File: src/rtl/debounce_multi_input.sv
// ---------------------------------------------------------------------------
// debounce_multi_input
//
// Purpose:
//   N-channel debouncer for mechanical buttons/switches. Each channel has an
//   optional polarity inversion, a 2-FF synchroniser and a stability counter.
//   It produces a registered debounced level, one-cycle rise/fall pulses and
//   an optional one-shot long-press pulse.
//
// Ports:
//   i_Clk      in   1       system clock, rising edge
//   i_Rst_L    in   1       asynchronous active-low reset
//   i_Switch   in   NUM_CH  raw asynchronous pin levels
//   o_Switch   out  NUM_CH  debounced level per channel
//   o_Rise     out  NUM_CH  1-cycle pulse when o_Switch[i] goes 0->1
//   o_Fall     out  NUM_CH  1-cycle pulse when o_Switch[i] goes 1->0
//   o_Hold     out  NUM_CH  1-cycle pulse once per press after HOLD_LIMIT
//                           cycles high (tied low when HOLD_LIMIT == 0)
// ---------------------------------------------------------------------------
module debounce_multi_input #(
  parameter int                NUM_CH         = 4,
  parameter int                DEBOUNCE_LIMIT = 250000,
  parameter int                HOLD_LIMIT     = 0,
  parameter logic [NUM_CH-1:0] INVERT_MASK    = {NUM_CH{1'b0}}
) (
  input  logic              i_Clk,
  input  logic              i_Rst_L,
  input  logic [NUM_CH-1:0] i_Switch,
  output logic [NUM_CH-1:0] o_Switch,
  output logic [NUM_CH-1:0] o_Rise,
  output logic [NUM_CH-1:0] o_Fall,
  output logic [NUM_CH-1:0] o_Hold
);

  localparam int            CW       = $clog2(DEBOUNCE_LIMIT + 1);
  localparam logic [CW-1:0] CNT_ZERO = {CW{1'b0}};
  localparam logic [CW-1:0] CNT_ONE  = CW'(1'b1);
  // Last count value before a change is accepted; the accepting sample
  // itself is the DEBOUNCE_LIMIT-th consecutive differing one.
  localparam logic [CW-1:0] CNT_LAST = CW'(DEBOUNCE_LIMIT - 1);

  logic [NUM_CH-1:0] r_sync1;
  logic [NUM_CH-1:0] r_sync2;
  logic [NUM_CH-1:0] r_sw;
  logic [NUM_CH-1:0] r_rise;
  logic [NUM_CH-1:0] r_fall;
  logic [CW-1:0]     r_cnt [NUM_CH];

  logic [NUM_CH-1:0] w_diff;
  logic [NUM_CH-1:0] w_at_last;
  logic [NUM_CH-1:0] w_accept;

  // Two-flop synchroniser; polarity is fixed up before the first flop so
  // everything downstream sees active-high levels.
  always_ff @(posedge i_Clk or negedge i_Rst_L) begin
    if (!i_Rst_L) begin
      r_sync1 <= {NUM_CH{1'b0}};
      r_sync2 <= {NUM_CH{1'b0}};
    end else begin
      r_sync1 <= i_Switch ^ INVERT_MASK;
      r_sync2 <= r_sync1;
    end
  end

  assign w_diff   = r_sync2 ^ r_sw;
  assign w_accept = w_diff & w_at_last;

  // Per-channel flag: counter sits on its final pre-accept value.
  always_comb begin
    w_at_last = {NUM_CH{1'b0}};
    for (int i = 0; i < NUM_CH; i++) begin
      w_at_last[i] = (r_cnt[i] == CNT_LAST);
    end
  end

  // Stability counters: any sample matching the current level restarts the
  // count, so only an unbroken run of differing samples is accepted.
  always_ff @(posedge i_Clk or negedge i_Rst_L) begin
    if (!i_Rst_L) begin
      for (int i = 0; i < NUM_CH; i++) begin
        r_cnt[i] <= CNT_ZERO;
      end
    end else begin
      for (int i = 0; i < NUM_CH; i++) begin
        if (!w_diff[i] || w_at_last[i]) begin
          r_cnt[i] <= CNT_ZERO;
        end else begin
          r_cnt[i] <= r_cnt[i] + CNT_ONE;
        end
      end
    end
  end

  // Debounced level and edge pulses update on the same edge, so a pulse is
  // visible in exactly the cycle the new level first appears.
  always_ff @(posedge i_Clk or negedge i_Rst_L) begin
    if (!i_Rst_L) begin
      r_sw   <= {NUM_CH{1'b0}};
      r_rise <= {NUM_CH{1'b0}};
      r_fall <= {NUM_CH{1'b0}};
    end else begin
      r_sw   <= r_sw ^ w_accept;
      r_rise <= w_accept & r_sync2;
      r_fall <= w_accept & ~r_sync2;
    end
  end

  assign o_Switch = r_sw;
  assign o_Rise   = r_rise;
  assign o_Fall   = r_fall;

  generate
    if (HOLD_LIMIT > 0) begin : g_hold
      localparam int            HW       = $clog2(HOLD_LIMIT + 1);
      localparam logic [HW-1:0] HOLD_MAX = HW'(HOLD_LIMIT);
      localparam logic [HW-1:0] HOLD_PRE = HW'(HOLD_LIMIT - 1);
      localparam logic [HW-1:0] HCNT_ONE = HW'(1'b1);

      logic [HW-1:0]     r_hcnt [NUM_CH];
      logic [NUM_CH-1:0] r_hold;

      // Hold counters run while the debounced level is high (the level is
      // still low on the rise edge, which clears them) and saturate so the
      // pulse fires only once per press.
      always_ff @(posedge i_Clk or negedge i_Rst_L) begin
        if (!i_Rst_L) begin
          for (int i = 0; i < NUM_CH; i++) begin
            r_hcnt[i] <= {HW{1'b0}};
          end
          r_hold <= {NUM_CH{1'b0}};
        end else begin
          for (int i = 0; i < NUM_CH; i++) begin
            if (!r_sw[i]) begin
              r_hcnt[i] <= {HW{1'b0}};
              r_hold[i] <= 1'b0;
            end else if (r_hcnt[i] == HOLD_MAX) begin
              r_hcnt[i] <= r_hcnt[i];
              r_hold[i] <= 1'b0;
            end else begin
              r_hcnt[i] <= r_hcnt[i] + HCNT_ONE;
              r_hold[i] <= (r_hcnt[i] == HOLD_PRE);
            end
          end
        end
      end

      assign o_Hold = r_hold;
    end else begin : g_no_hold
      assign o_Hold = {NUM_CH{1'b0}};
    end
  endgenerate

endmodule

File: config.mk
export PLATFORM = sky130hd
export DESIGN_NAME = debounce_multi_input
export DESIGN_NICKNAME = d
export VERILOG_FILES = /design/src/rtl/debounce_multi_input.sv
export SDC_FILE = /design/constraint.sdc
export NUM_CORES = 1
export LEC_CHECK = 0
export CORE_AREA = 4 4 90 92
export DETAILED_ROUTE_END_ITERATION = 8
export DIE_AREA = 0 0 94 96
export PLACE_DENSITY = 0.78
export SYNTH_ARGS = -nofsm -noshare
export SYNTH_HDL_FRONTEND = slang
export SYNTH_SLANG_ARGS = --single-unit
export TNS_END_PERCENT = 30
File: constraint.sdc
create_clock -name i_Clk -period 2.2 [get_ports i_Clk]
set_input_delay 0.44 -clock i_Clk [delete_from_list [all_inputs] [get_ports i_Clk]]
set_output_delay 0.44 -clock i_Clk [all_outputs]
set_load 0.02 [all_outputs]
==> impl_metrics.yaml <==
outcome:
  outcome: "finished, final reports clean"
yosys:
  yosys_warnings: 0
  synth_top_area_share_pct: 53.9
  synthArstFlopShare_pct: 100
  yosysTopAreaCell: "sky130_fd_sc_hd__dfrtp_1"
  syn_avg_cell_area_um2: 10.4
  syn_inst: 410
  synth_enable_flop_cells: 0
  synth.distinct_cells: 35
  synth_seq_cells: 92
  synth_sequential_area_ratio_pct: 53.9
  syn-cell-area_mm2: 0.00427
  ys_top_cells_by_area: "sky130_fd_sc_hd__dfrtp_1, sky130_fd_sc_hd__xnor2_1, sky130_fd_sc_hd__nor2_1"
  synth_ff_type: "sky130_fd_sc_hd__dfrtp_1"
finish:
  fillCellCount: 578
  fin_util_pct: 66.3
  register_area_mm2: 0.00230
  areaGrowthSynthToFinish_pct: 12.0
  final_nets: 450
  multi_input_area_mm2: 0.00189
  num_antenna_cells: 0
  layout.cells.most_common: "sky130_fd_sc_hd__dfrtp_1"
  final_cell_mix: "sky130_fd_sc_hd__dfrtp_1, sky130_fd_sc_hd__nor2_1, sky130_fd_sc_hd__xnor2_1"
  layout_cell_share_with_drive_strength_beyond_1_pct: 8.31
cts:
  post_cts_resize_count: 0
  clock_edge_transition_at_the_registers_on_the_reported_setup_and_hold_paths_ps: 90
  postCtsSetupBuffers: 0
  holdBufCountCts: 0
  cts-htree-levels: 3
  clock_sinks: 92
  cts-root-to-sink-buffers: 2
  clk_root_buffer_cell: "sky130_fd_sc_hd__clkbuf_8"
  worstSkewPairLatency_ps: 360
  cts_tree: "done"
  cts_buffers: 9
power:
  power-per-cell-area_mw_per_mm2: 612
  worst_ir_drop_vdd_v: 0.000366
  intPower_uw: 2240
  p_comb_share_pct: 4.0
  clock_power_share_pct: 36.7
  netSwitchingFraction_pct: 23.7
  power_leakage_uw: 0.00191
  net-switching-power_uw: 695
  p_seq_share_pct: 59.4
die:
  floorplan_row_count: 31
  floorplan.die_area_mm2: 0.00902
  core-area_mm2: 0.00721
  floorplan.die.width_um: 94
  overall_die_height_um: 96
  start_util_pct: 59.2
  ioPinCount: 22
worst_setup_path:
  criticalPathCategory: "reg2reg"
  cpMaxStageDelayCell: "sky130_fd_sc_hd__or4_4"
  setup.worst_path.end_class: "register"
  timing.critical_path.cells: "ha_1 -> and3_1 -> nand3_1 -> or4_4 -> mux2_4"
  worstPathBufferInverterCount: 0
  cp-start-kind: "register"
  critical_path_data_arrival_time_ps: 2310
  path_max_fanout: 5
  timing.critical_path.max_delay_family: "simple AND/OR/NAND/NOR gates"
  required_time_worst_endpoint_ps: 2450
  slowest_delay_ps: 560
placement:
  sum_of_net_half_perimeters_after_detailed_placement_um: 5180
  buffer_ports.inserted: 17
  gpl.final_weighted_congestion: 0.856
routing:
  first_pass_iteration_count_of_the_detailed_router: 4
  route.detailed.vias_per_inst: 5.52
  detail-route-antenna-nets: 0
  via_count_of_the_routed_design: 3003
  remaining_drc_errors: 0
  drt-total-wl_um: 7630
  detailedRoute.firstIterationViolations: 138
  wire_per_inst_um: 14.0
global_route:
  grt_antenna_before_repair: 0
  grt_pass1_vias: 2983
  grt_overflow: 0
  groute.usage.overall_pct: 19.0
  global_route_wire_length_before_repair_um: 13500
  grt_start_max_net_pins: 45
timing:
  setup_repair_after_global_routing_missed_its_margin: "false"
  fmax_mhz: 486
  clock-skew-final_ps: 11.1
  timing.final.hold_violations: 0
  timing.slew.headroom_pct: 63.0
  totalNegativeSetupSlack_ps: 0
  final_period_minus_worst_setup_slack_ps: 2060
  worstMarginPinSlew_ps: 551
  slew_viol_final: 0
  setup_viol_count_final: 0
  timing.final.crit_share_pct: 93.5
worst_hold_path:
  min-delay-path-class: "in2async"
job:
  maxCapViolations: 0
[area by class of cell]
type	count	area share [%]
clock buffer	12	3.24
tap	99	2.59
inverter	10	0.784
clock inverter	4	0.680
timing repair buffer	26	5.18
sequential	92	48.1
multi-input combinational	301	39.4
[sequential cells by signal, summed over array words and instances (netlist names), named ones only]
name	count
r_sync1	4
r_sync2	4
o_Rise	4
r_cnt	72
o_Fall	4
[layer usage]
layer	share of wire, %	GRT usage [%]	wire (µm)
met1	48	25.4	3690
met2	46	30.3	3510
met3	3.7	3.83	282
met4	2.0	8.42	150
met5	0	0	0
[worst register-to-register path: cells and delay by family (launching register included)]
kind                       cells  cell delay (ps)
and+or+nand+nor                3              970
DFF                            1              420
muxes                          1              320
adders and majority gates      1              240
[logic make-up after synthesis]
family	share of synthesized area (%)
fa+ha+maj	1.17
buf+inv	2.23
mux	1.14
xor+xnor	12.9
other cells	0.0878
compound gates	2.20
flops	53.9
simple gates	26.4
[Yosys cell counts, types with 4 or more instances]
library cell               n
sky130_fd_sc_hd__nor3_1   19
sky130_fd_sc_hd__and3_1   13
sky130_fd_sc_hd__buf_2     4
sky130_fd_sc_hd__dfrtp_1  92
sky130_fd_sc_hd__buf_4     4
sky130_fd_sc_hd__xor2_1   14
sky130_fd_sc_hd__nor4_1   20
sky130_fd_sc_hd__nor3b_1   9
sky130_fd_sc_hd__inv_1    10
sky130_fd_sc_hd__nor2_1   76
sky130_fd_sc_hd__nand2_1  14
sky130_fd_sc_hd__ha_1      4
sky130_fd_sc_hd__xnor2_1  49
sky130_fd_sc_hd__nand3_1  25
sky130_fd_sc_hd__nand4_1  22
[final timing paths]
check,startpoint,to,slack [ps],cells after the start
worst min-delay path,i_Rst_L,r_cnt[25]$_DFF_PN0_,10,1
max in group asynchronous,i_Rst_L,r_cnt[34]$_DFF_PN0_,1610,2
worst min register to register,r_sync1[0]$_DFF_PN0_,r_sync2[0]$_DFF_PN0_,350,0
worst max-delay path,r_cnt[54]$_DFF_PN0_,register,140,5
min in group i_Clk,r_sync1[0]$_DFF_PN0_,r_sync2[0]$_DFF_PN0_,350,0
worst max register to register,r_cnt[54]$_DFF_PN0_,register,140,5
[metrics by stage]
stage	cell area, µm²	hold slack (ps)	setup slack [ps]	instances	power (µW)
2_1_floorplan	4280	144	339	413	1820
3_3_place_gp	4600	332	281	528	1890
3_5_place_dp	4600	336	186	528	1890
4_1_cts	4790	16.9	141	544	2960
5_1_grt	4790	36.5	58.6	544	3030
6_report	4790	12.3	142	544	2930
[power by group through the flow]
stage	clock (µW)	combinational, µW	sequential, µW
detailed placement	0	118	1770
global route	1160	133	1740
global placement	0	116	1770
CTS	1100	120	1740
finish	1080	116	1740
floorplan	0	57.2	1770
No activity file was read; power rests on OpenSTA's default activity.
